### src/rtl/scale_controller.sv
// rtl/scale_controller.sv - display-scale register with frame-synchronous commit and frame-buffer address pipeline
module scale_controller #(
    parameter int FB_WIDTH   = 240,
    parameter int FB_HEIGHT  = 320,
    parameter int ADDR_WIDTH = 17
) (
    input  logic                  clk_in,
    input  logic                  rst_in,
    input  logic                  btn_in,
    input  logic [10:0]           hcount_in,
    input  logic [9:0]            vcount_in,
    output logic [1:0]            scale_out,
    output logic                  pending_out,
    output logic [ADDR_WIDTH-1:0] addr_out,
    output logic                  in_window_out
);

    localparam logic [1:0] SCALE_1X  = 2'd0;
    localparam logic [1:0] SCALE_2X  = 2'd1;
    localparam logic [1:0] SCALE_8_3 = 2'd2;

    localparam logic [10:0] WIN0_H = 11'(FB_WIDTH);
    localparam logic [9:0]  WIN0_V = 10'(FB_HEIGHT);
    localparam logic [10:0] WIN1_H = 11'(FB_WIDTH * 2);
    localparam logic [9:0]  WIN1_V = 10'(FB_HEIGHT * 2);
    localparam logic [10:0] WIN2_H = 11'(FB_WIDTH * 8 / 3);
    localparam logic [9:0]  WIN2_V = 10'(FB_HEIGHT * 8 / 3);

    logic        btn_prev;
    logic [1:0]  req;
    logic        frame_start;
    logic        btn_rise;
    logic [1:0]  eff_scale;

    logic [12:0] h3;
    logic [11:0] v3;
    logic [7:0]  x_next;
    logic [8:0]  y_next;
    logic        win_next;

    logic [7:0]  x_s;
    logic [8:0]  y_s;
    logic        win_s;

    assign frame_start = (hcount_in == 11'd0) && (vcount_in == 10'd0);
    assign btn_rise    = btn_in && !btn_prev;
    // The frame's first pixel must already see the scale being committed on this cycle.
    assign eff_scale   = frame_start ? req : scale_out;
    assign pending_out = (req != scale_out);

    assign h3 = {2'b00, hcount_in} * 13'd3;
    assign v3 = {2'b00, vcount_in} * 12'd3;

    always_comb begin
        x_next   = hcount_in[7:0];
        y_next   = vcount_in[8:0];
        win_next = 1'b0;
        case (eff_scale)
            SCALE_1X: begin
                x_next   = hcount_in[7:0];
                y_next   = vcount_in[8:0];
                win_next = (hcount_in < WIN0_H) && (vcount_in < WIN0_V);
            end
            SCALE_2X: begin
                x_next   = hcount_in[8:1];
                y_next   = vcount_in[9:1];
                win_next = (hcount_in < WIN1_H) && (vcount_in < WIN1_V);
            end
            SCALE_8_3: begin
                x_next   = h3[10:3];
                y_next   = v3[11:3];
                win_next = (hcount_in < WIN2_H) && (vcount_in < WIN2_V);
            end
            default: begin
                x_next   = 8'd0;
                y_next   = 9'd0;
                win_next = 1'b0;
            end
        endcase
    end

    always_ff @(posedge clk_in) begin
        if (rst_in) begin
            // History starts high so a button held through reset is not seen as a press.
            btn_prev  <= 1'b1;
            req       <= SCALE_1X;
            scale_out <= SCALE_1X;
        end else begin
            btn_prev <= btn_in;
            if (btn_rise)
                req <= (req == SCALE_8_3) ? SCALE_1X : req + 2'd1;
            if (frame_start)
                scale_out <= req;
        end
    end

    always_ff @(posedge clk_in) begin
        if (rst_in) begin
            x_s           <= 8'd0;
            y_s           <= 9'd0;
            win_s         <= 1'b0;
            addr_out      <= '0;
            in_window_out <= 1'b0;
        end else begin
            x_s           <= x_next;
            y_s           <= y_next;
            win_s         <= win_next;
            addr_out      <= win_s ? (ADDR_WIDTH'(y_s) * ADDR_WIDTH'(FB_WIDTH) + ADDR_WIDTH'(x_s))
                                   : '0;
            in_window_out <= win_s;
        end
    end

endmodule

### config.mk
export PLATFORM = sky130hd
export DESIGN_NAME = scale_controller
export DESIGN_NICKNAME = d
export VERILOG_FILES = /design/src/rtl/scale_controller.sv
export SDC_FILE = /design/constraint.sdc
export NUM_CORES = 1
export LEC_CHECK = 0
export BUFFER_PORTS_ARGS = -buffer_cell sky130_fd_sc_hd__buf_4
export CORE_ASPECT_RATIO = 1.4
export CORE_MARGIN = 3
export CORE_UTILIZATION = 54
export CTS_CLUSTER_SIZE = 10
export DETAILED_ROUTE_END_ITERATION = 16
export PLACE_DENSITY_LB_ADDON = 0.2
export RECOVER_POWER = 50
export REMOVE_ABC_BUFFERS = 1
export SYNTH_ARGS = -nofsm -noshare
export SYNTH_HDL_FRONTEND = slang
export SYNTH_SLANG_ARGS = --single-unit
### constraint.sdc
create_clock -name clk_in -period 3.5 [get_ports clk_in]
set_clock_uncertainty 0.05 [all_clocks]
set_input_delay 0.35 -clock clk_in [delete_from_list [all_inputs] [get_ports clk_in]]
set_output_delay 0.35 -clock clk_in [all_outputs]
set_load 0.05 [all_outputs]
# Word-level counts from Yosys, hierarchy flattened
# Index checks and enable logic that the tools add are counted.
# W data, S select, Z words.
# totals
word_cells,39
reg_bits,41
in_bits,24
output_inout_bits,21
# op_classes
add_sub_neg,2
n_reduce_logical,10
bitwise,1
magnitude_cmp,6
n_mux,5
n_mul,3
eq_ne,4
# op_table
cell,count
$pmux W9 S3,1
$pmux W8 S3,1
$lt A10 B10 Y1 const B,2
$add A17 B8 Y17,1
$mul A9 B4 Y13 const B,1
$mul A10 B2 Y12 const B,1
$logic_not A11 Y1,1
$lt A11 B10 Y1 const B,1
$lt A11 B8 Y1 const B,1
$lt A11 B9 Y1 const B,1
$mul A11 B2 Y11 const B,1
$logic_not A10 Y1,1
$lt A10 B9 Y1 const B,1
$logic_and A1 B1 Y1,5
$eq A2 B2 Y1 const B,2
$mux W2,2
$pmux W1 S3,1
$add A2 B1 Y2 const B,1
$eq A2 B1 Y1 const B,1
$logic_not A2 Y1,1
$ne A2 B2 Y1,1
$reduce_or A2 Y1,1
$logic_not A1 Y1,1
$not A1 Y1,1

# Longest topological paths before layout
# Gate-level depths: netlist of run 1.
# depth
ltp_word,5
mapped_depth,12
mapped_depth_nobuf,12

# Least setup slack after synthesis of run 1
# No wires, ideal clock.
# synth_timing
path_kind,register to register
start,register y_s[0]
end,register addr_out[16]
arrival_time_ns,3.440
setup_slack_ns,-0.107
stages_incl_launch_ff,12
setup_time_ns,0.116
required_ns,3.334
n_path_buf,0
period_less_slack_ns,3.607
cell_sequence,dfxtp_1 > fa_1 > inv_1 > fa_1 > fa_1 > nand2b_1 > a2111oi_0 > a311oi_1 > nor4b_2 > nand3_1 > o31a_1 > a41o_1
# synth_via
elab_chain_cells,2
# synth_rtl
element,line_no,source
from (decl),42,logic [8:0] y_s;
from (signal assigned),106,y_s <= y_next;
$mul A9 B4 Y13,108,addr_out <= win_s ? (ADDR_WIDTH'(y_s) * ADDR_WIDTH'(FB_WIDTH) + ADDR_WIDTH'(x_s))
$add A17 B8 Y17,108,
to (signal assigned),108,
to (decl),14,"output logic [ADDR_WIDTH-1:0] addr_out,"
# Every way passes these cells.
# A chain may end at the register's enable or synchronous reset.

# Worst setup path after layout of run 1
# layout_timing
start,register y_s[1]
end,register addr_out[16]
# Same word-level chain as after synthesis.

==> results.cfg, run 1 <==
[outcome]
status = finished, final reports clean

[floorplan]
die-area_mm2 = 0.00776
die_w_um = 75.3
start_util_pct = 56.9
io_pins = 45
rows = 34
core-area_mm2 = 0.00638
die_h_um = 103

[flow_run]
drv_cap = 0

[power]
powerDensity_mw_per_mm2 = 362
leakage_nw = 2.15
combPwrFrac_pct = 47.4
power_frac_clock_pct = 22.0
p_seq_share_pct = 30.5
net-switching-power_uw = 567
swShare_pct = 35.5
ir_drop_mv = 0.226
p_int_mw = 1.03

[yosys]
synth_ff_type = dfxtp_1
synth_top_area_share_pct = 22.6
ys_ff_latch = 41
yosysWarnings = 0
synth_top_area_cell = dfxtp_1
synth-edff-count = 0
synth-async-reset-ratio_pct = 0
synthTopCellsByArea = dfxtp_1 (23%), ha_1 (19%), fa_1 (8.8%)
syn_avg_cell_area_um2 = 8.62
synth_area_mm2 = 0.00363
yosysSeqAreaShare_pct = 22.6
ys_types = 57
syn-instance-count = 421

[worst_setup_path]
cp-startpoint = y_s[1]
crit_required_ps = 3640
cp-end-kind = flip-flop
slowest_stage = fa_1
regToRegEndpoint = addr_out[16]
r2r_cells = 12
r2r_slack_ps = 100
arrival_ps = 3550
path_max_fanout = 3
cpPeakStageDelay_ps = 510
start_kind = flip-flop
crit_end = addr_out[16]
timing.rr.start = y_s[1]
crit_chain = inv_1, fa_1, fa_1, inv_1, ha_1, o21ai_0, o21ai_1, a31o_1, a21oi_2, xor2_1, o31a_1, a41o_1
worst-setup-path-type = reg2reg

[sta]
max_clock_freq_ghz = 0.294
setup_ws_ps = 95.1
hold_violations = 0
finalCritPeriodShare_pct = 97.3
finalSetupViolCount = 0
max_slew_margin_pct = 33.6
worstMarginPinSlew_ps = 996
slew_violations = 0
hold_ws_ps = 199
fin_tns_setup_ps = 0
fin_crit_ps = 3400

[route]
drt_iter0_drc = 100
remaining_drc_errors = 0
highest_layer = met4
wire_per_inst_um = 14.0
drtPass1Iterations = 4
wirelength_mm = 7.86
wl_met3_um = 238
viasPerCell = 5.48
met1_length_mm = 3.19
vias = 3087
route.met2.wl_mm = 4.17
ant_nets = 0

[place]
pre_cts_ws_ps = -111
port_buffers = 44
gp_congestion = 0.820
dp_hpwl_mm = 6.17

[global_route]
grt_max_degree = 29
grt_pass1_vias = 3093
track_usage_pct = 21.3
grt_pass1_wl_mm = 13.1
antenna_found_initial = 0
grt_overflow_total = 0

[cts]
clock-sinks = 41
hold_buffers = 0
cts_buffers = 5
htreeDepth = 2
clock_latency_ps = 290
cts_buffer_depth = 2
clk_pin_slew_ps = 80
ctsRootBufferMaster = clkbuf_8
cts_tree = built

[cells_and_area]
utilization_pct = 69.2
nets = 585
syn_to_final_growth_pct = 21.6
final_layout_size_suffix_gt1_share_pct = 19.3
multiInputGateArea_mm2 = 0.00274
ff_latch_area_um2 = 826
n_antenna_cell = 0
fillers = 519

[worst_hold_path]
hp-class = in2reg
-- timing repair --
item                                   4_1_cts  5_1_grt
endpoints found under the hold margin        0        0
buffers inserted                             0        1
setup endpoints to repair                    3        4
pin swaps                                    2       10
resized for setup                            9       30
-- flip-flops by register name, indices dropped and copies added (netlist names) --
signal / cells
addr_out: 17
y_s: 9
x_s: 8
req: 2
scale_out: 2
btn_prev: 1
in_window_out: 1
win_s: 1
-- worst min path at each step --
stage / startpoint / end / slack, ps / cells after the start
final: btn_in / btn_prev / 200 / 2
after global routing: btn_in / btn_prev / 190 / 2
after CTS: btn_in / btn_prev / 190 / 2
after detailed placement: x_s[3] / addr_out[3] / 370 / 1
after global placement: x_s[2] / addr_out[2] / 360 / 1
after floorplan: x_s[0] / addr_out[0] / 360 / 1
-- kinds of logic after synthesis --
logic type                 synth area share [%]
AOI/OAI and AO/OA                          15.2
xor gates and xnor gates                   7.37
adders and majority gates                  27.8
buffers and inverters                      6.75
DFF                                        22.6
muxes                                      3.62
and+or+nand+nor                            16.7
-- power by group through the flow --
stage               combinational (mW)  sequential, mW  clock [mW]
finish                           0.758           0.488       0.352
global route                     0.843           0.489       0.378
CTS                              0.683           0.487       0.358
detailed placement               0.643           0.498           0
global placement                 0.624           0.497           0
floorplan                        0.428           0.502           0
-- synthesized netlist by cell type, types with 3 or more instances --
master and n:
dfxtp_1 41, and2_1 7, nor2_1 46, xor2_1 10, xnor2_1 18, buf_2 4
ha_1 55, o21bai_1 4, mux2i_1 12, a21oi_1 40, o21ai_0 7, fa_1 16
clkbuf_1 4, nand3_1 8, nand4_1 3, o21ai_1 7, a21o_1 5, o22ai_1 4
nor3_1 8, nand2_1 9, nor2b_1 11, inv_1 54, nand2b_1 8
-- critical path: cells and delay by family, from the launching register on --
family | cells | cell delay (ps)
buf+inv | 2 | 100
xor+xnor | 1 | 110
compound gates | 6 | 1310
fa+ha+maj | 3 | 1360
flops | 1 | 360
-- layer usage --
metal	up-vias	track usage (%)
li1	1560	-
met1	1432	23.6
met5	-	0
met4	0	9.29
met3	19	2.93
met2	76	39.4
-- cells in the final DEF (no fill, tap or decap), types with 2 or more instances in the layout --
cell | netlist | layout
a21o_1 | 5 | 5
a21oi_1 | 40 | 38
a31o_1 | 2 | 2
a41o_1 | 2 | 2
and2_0 | 0 | 2
and2_1 | 7 | 5
and3_1 | 2 | 2
buf_4 | 1 | 48
clkbuf_1 | 4 | 22
clkbuf_8 | 0 | 7
dfxtp_1 | 41 | 37
dfxtp_2 | 0 | 4
fa_1 | 16 | 15
ha_1 | 55 | 51
ha_4 | 0 | 4
inv_1 | 54 | 49
inv_2 | 0 | 5
mux2i_1 | 12 | 11
nand2_1 | 9 | 9
nand2b_1 | 8 | 7
nand3_1 | 8 | 8
nand3b_1 | 2 | 2
nand4_1 | 3 | 3
nor2_1 | 46 | 44
nor2_2 | 0 | 2
nor2b_1 | 11 | 9
nor3_1 | 8 | 7
o21ai_0 | 7 | 7
o21ai_1 | 7 | 6
o21bai_1 | 4 | 4
o22ai_1 | 4 | 4
o32a_1 | 2 | 2
or2_2 | 2 | 2
xnor2_1 | 18 | 16
xnor2_2 | 0 | 2
xor2_1 | 10 | 9
-- stage by stage --
stage	instance area, um^2	power (mW)	instances
floorplan	3590	0.930	412
global placement	4210	1.12	554
detailed placement	4210	1.14	554
CTS	4360	1.53	562
global route	4420	1.71	563
finish	4420	1.60	563
-- layout make-up --
class	count	area share, %
clock buffer	7	2.18
clock inverter	1	0.198
inverter	54	4.59
multi-input combinational	317	62.0
sequential	41	18.7
tap	72	2.04
timing repair buffer	71	10.3
(Power assumes the default switching activity.)
==> run 2, diff against run 1 <==
SETUP_SLACK_MARGIN = 0.15   (was default)
==> run 2 against run 1 <==
  * Sequential power barely moved
  * Cell count increased by 0.36%
  * Non-clock buffer count rose by 2
  * Via count grew 1.1%
  * Die area is the same
  * Wire length up 6.0%
  * Total power rose by 4.3%
  * Global-route usage up 0.41 points
  * Critical path depth is 1 higher
  * Flip-flop and latch count stayed put
  * Largest power group unchanged
==> results.cfg, run 2 (same netlist as run 1, synthesis figures left out) <==
[place]
pre_cts_ws_ps = -111
gp_congestion = 0.820
port_buffers = 44
dp_hpwl_mm = 6.17
dp.cells = 554

[global_route]
grt_pass1_vias = 3090
grt_util_met2_pct = 39.7
grt_overflow_total = 0
antenna_found_initial = 0
grt_pass1_wl_mm = 13.2
busiest_layer = met2
track_usage_pct = 21.7
grt_max_degree = 29
grt.met3_usage_pct = 3.12
met1_usage_pct = 24.3

[power]
leakage_nw = 2.17
powerDensity_mw_per_mm2 = 372
power_frac_clock_pct = 21.3
combPwrFrac_pct = 49.4
p_seq_share_pct = 29.3
p_int_mw = 1.06
ir_drop_mv = 0.249
swShare_pct = 36.2
net-switching-power_uw = 603

[cts]
ctsRootBufferMaster = clkbuf_8
cts_buffers = 5
cts_tree = built
htreeDepth = 2
clk_pin_slew_ps = 90
hold_buffers = 0
clock-sinks = 41
clock_latency_ps = 300
cts_buffer_depth = 2

[cells_and_area]
final_layout_size_suffix_gt1_share_pct = 21.1
top_regs = addr_out x17, y_s x9, x_s x8
n_antenna_cell = 0
nets = 587
finalNonFillerCells = 565
final_cell_mix = buf_4 (52), ha_1 (50), inv_1 (49)
layout_commonest_cell = buf_4
largest_reg_flops = 17
syn_to_final_growth_pct = 23.5
regMostFlops = addr_out

[worst_setup_path]
crit_required_ps = 3640
worst-setup-path-type = reg2reg
arrival_ps = 3570
crit_chain = inv_2, fa_1, fa_1, inv_1, ha_4, buf_4, o21ai_1, o21ai_2, nand2_2, xnor2_2, nand3_1, o31a_1, a41o_1
r2r_cells = 13
cp_top_family = adder cells
crit_buf_inv = 3
timing.rr.start = y_s[2]
start_kind = flip-flop
r2r_slack_ps = 80
slowest_stage = fa_1
regToRegEndpoint = addr_out[16]
cp-startpoint = y_s[2]
crit_end = addr_out[16]
crit_path_frequent_cell = fa_1
path_max_fanout = 3
cpPeakStageDelay_ps = 530
worstSetupPathDepth = 13
cp-end-kind = flip-flop

[sta]
worstMarginPinSlew_ps = 604
max_clock_freq_ghz = 0.292
slew_violations = 0
setup_ws_ps = 75.1
fin_crit_ps = 3420
max_slew_margin_pct = 59.9
finalCritPeriodShare_pct = 97.9
hold_violations = 0
rsz0062_at_grt = yes
finalSetupViolCount = 0

[floorplan]
die-area_mm2 = 0.00776
die_h_um = 103
rows = 34
core-area_mm2 = 0.00638
die_w_um = 75.3
start_util_pct = 56.9
io_pins = 45

[route]
remaining_drc_errors = 0
wire_per_inst_um = 14.8
drtPass1Iterations = 4
wirelength_mm = 8.34
ant_nets = 0
viasPerCell = 5.52
drt_iter0_drc = 133
vias = 3120

[worst_hold_path]
hp-class = in2reg
min_from = btn_in

[outcome]
status = finished, final reports clean

[flow_run]
drv_cap = 0
-- run 2: timing repair --
action / in CTS / in global routing
pin swaps: 6 / 13
setup endpoints to repair: 5 / 7
resized for setup: 22 / 24
buffers inserted: 0 / 3
gates cloned: 0 / 0
-- run 2: layout make-up --
| class | count | area, um^2 |
|---|---|---|
| inverters | 54 | 203 |
| clock buffers | 7 | 96.3 |
| well taps | 72 | 90.1 |
| flip-flops and latches | 41 | 826 |
| multi-input cells | 317 | 2780 |
| fillers | 511 | 1900 |
| repair buffers | 73 | 477 |
| clock inverters | 1 | 8.76 |
-- run 2: per-layer routing --
| layer | vias to the layer above | wire length, um |
|---|---|---|
| met5 | - | 0 |
| met2 | 76 | 4530 |
| li1 | 1565 | - |
| met3 | 21 | 290 |
| met4 | 0 | 253 |
| met1 | 1458 | 3260 |
-- run 2: stage by stage --
| stage | total power, mW | util, % | instance area [um^2] | hold slack, ps | TNS, ps |
|---|---|---|---|---|---|
| CTS | 1.56 | 69.1 | 4410 | 194 | 0 |
| floorplan | 0.930 | - | 3590 | 356 | -1730 |
| finish | 1.67 | 70.3 | 4480 | 192 | 0 |
| global placement | 1.12 | 65.9 | 4210 | 356 | -42.3 |
| detailed placement | 1.14 | 65.9 | 4210 | 370 | -179 |
| global route | 1.77 | 70.3 | 4480 | 191 | -83.7 |
-- run 2: worst min-delay path by stage --
| stage | to | slack, ps | cells past startpoint |
|---|---|---|---|
| after CTS | btn_prev | 190 | 2 |
| after detailed placement | addr_out[3] | 370 | 1 |
| after floorplan | addr_out[0] | 360 | 1 |
| final | btn_prev | 190 | 2 |
| after global placement | addr_out[2] | 360 | 1 |
| after global routing | btn_prev | 190 | 2 |
-- run 2: power groups by stage --
stage               Clock (mW)  Sequential [mW]  Combinational [mW]
floorplan                    0            0.502               0.428
global placement             0            0.497               0.624
detailed placement           0            0.498               0.643
CTS                      0.358            0.487               0.711
global route             0.379            0.489               0.905
finish                   0.355            0.488               0.823
==> run 3, diff against run 2 <==
CORE_UTILIZATION = 45   (was 54)
==> run 3 against run 2 <==
  * Die area rose by 19%
  * Final area increased by 0.75%
  * Global-route usage fell by 3.7 points
  * Utilization shrank 12 points
  * Wire length shrank 2.5%
  * Register-to-register slack improved by 20 ps
  * Maximum frequency increased by 0.46%
  * Via count rose by 0.87%
  * Worst setup slack better by 16 ps
  * Sequential share of layout area down 0.14 points
  * Critical path depth shrank 2
  * Clock power decreased by 6.8%
  * Critical endpoint unchanged
  * Largest cell class unchanged
  * Largest power group unchanged
  * Highest routed layer unchanged
==> results.cfg, run 3 (same netlist as run 1, synthesis figures left out) <==
[place]
dp_hpwl_mm = 6.11
gp_congestion = 0.887
post_dp_cell_area_mm2 = 0.00424
pre_cts_ws_ps = -124
dp.cells = 581
port_buffers = 44

[cells_and_area]
largest_reg_flops = 17
regMostFlops = addr_out
syn_to_final_growth_pct = 24.4
finalNonFillerCells = 594
layout_commonest_cell = ha_1
nets = 588
final_layout_size_suffix_gt1_share_pct = 21.7
top_regs = addr_out x17, y_s x9, x_s x8
final_cell_mix = ha_1 (50), buf_4 (49), inv_1 (48)
fin_area_mm2 = 0.00452
n_antenna_cell = 0

[sta]
finalCritPeriodShare_pct = 97.4
worstMarginPinSlew_ps = 955
max_clock_freq_ghz = 0.293
slew_violations = 0
max_slew_margin_pct = 36.3
fin_crit_ps = 3410
finalSetupViolCount = 0
hold_violations = 0
rsz0062_at_grt = yes
setup_ws_ps = 90.8

[worst_setup_path]
r2r_slack_ps = 90
crit_chain = fa_1, inv_2, fa_1, fa_2, nand2b_4, a2111oi_4, a311oi_2, nor4b_4, nand3_1, o31a_1, a41o_1
r2r_cells = 11
regToRegEndpoint = addr_out[16]
crit_required_ps = 3650
worst-setup-path-type = reg2reg
cp-end-kind = flip-flop
crit_path_frequent_cell = fa_1
start_kind = flip-flop
path_max_fanout = 2
slowest_stage = fa_1
cpPeakStageDelay_ps = 570
arrival_ps = 3560
timing.rr.start = y_s[0]

[route]
drtPass1Iterations = 5
remaining_drc_errors = 0
wl_met3_um = 278
wirelength_mm = 8.13
ant_nets = 0
vias = 3147
highest_layer = met4
viasPerCell = 5.30
wire_per_inst_um = 13.7
met1_length_mm = 3.15
drt_iter0_drc = 99
route.met2.wl_mm = 4.50

[global_route]
track_usage_pct = 18.0
grt_overflow_total = 0
antenna_found_initial = 0
grt_pass1_wl_mm = 13.2
grt_pass1_vias = 3100
grt_max_degree = 29

[floorplan]
rows = 38
core-area_mm2 = 0.00780
io_pins = 45
die_h_um = 112
start_util_pct = 46.6
die_w_um = 81.9
die-area_mm2 = 0.00920

[cts]
htreeDepth = 2
cts_buffer_depth = 2
clock_latency_ps = 300
cts_buffers = 5
ctsRootBufferMaster = clkbuf_8
clock-sinks = 41
clk_pin_slew_ps = 80
cts_tree = built

[worst_hold_path]
hp-class = in2reg
holdPathEnd = btn_prev
hold_path_depth = 2
min_from = btn_in

[power]
ir_drop_mv = 0.234
leakage_nw = 2.17
powerDensity_mw_per_mm2 = 365
p_total_mw = 1.65

[flow_run]
drv_cap = 0

[outcome]
status = finished, final reports clean
run 3: through the flow:
| stage | TNS, ps | hold slack (ps) | util [%] |
|---|---|---|---|
| 4_1_cts | 0 | 188 | 56.8 |
| 3_3_place_gp | -67.6 | 360 | 54.3 |
| 2_1_floorplan | -1730 | 356 | - |
| 6_report | 0 | 191 | 57.9 |
| 5_1_grt | -60.2 | 191 | 57.9 |
| 3_5_place_dp | -184 | 364 | 54.3 |
run 3: power by group:
group	switching, mW	total [mW]	internal, mW	leakage [nW]
registers	0.00781	0.488	0.480	0.337
logic	0.422	0.830	0.408	1.78
clock network	0.171	0.331	0.160	0.0512
run 3: repair_timing:
item,in CTS,in global routing
cloned,0,0
setup buffers,2,3
resized for setup,20,30
hold buffers,0,0
setup endpoints to repair,5,7
pin swaps,3,13
run 3: layer usage:
metal | track usage, % | up-vias
met3 | 2.41 | 23
met4 | 8.09 | 0
li1 | - | 1562
met1 | 19.3 | 1493
met2 | 33.6 | 69
met5 | 0 | -
run 3: final cells by class:
type / instances / area [um^2]
Clock buffer: 6 / 82.6
Fill cell: 735 / 3280
Clock inverter: 2 / 13.8
Timing Repair Buffer: 74 / 493
Inverter: 54 / 203
Tap cell: 100 / 125
Sequential cell: 41 / 826
Multi-Input combinational cell: 317 / 2770
run 3: worst max path at each step:
| stage | end | cells past startpoint | start |
|---|---|---|---|
| 2_1_floorplan | x_s[4] | 9 | hcount_in[5] |
| 3_3_place_gp | addr_out[16] | 11 | y_s[0] |
| 3_5_place_dp | addr_out[16] | 11 | y_s[0] |
| 4_1_cts | addr_out[16] | 13 | y_s[5] |
| 5_1_grt | addr_out[16] | 13 | y_s[5] |
| 6_report | addr_out[16] | 11 | y_s[0] |
run 3: worst max-delay path, delay by kind of cell (launching register included):
family	cells	cell delay (ps)
AO/OA/AOI/OAI	4	870
adder cells (fa/ha/maj)	3	1430
buffers and inverters	1	50
flip-flops	1	340
AND/OR/NAND/NOR	3	570
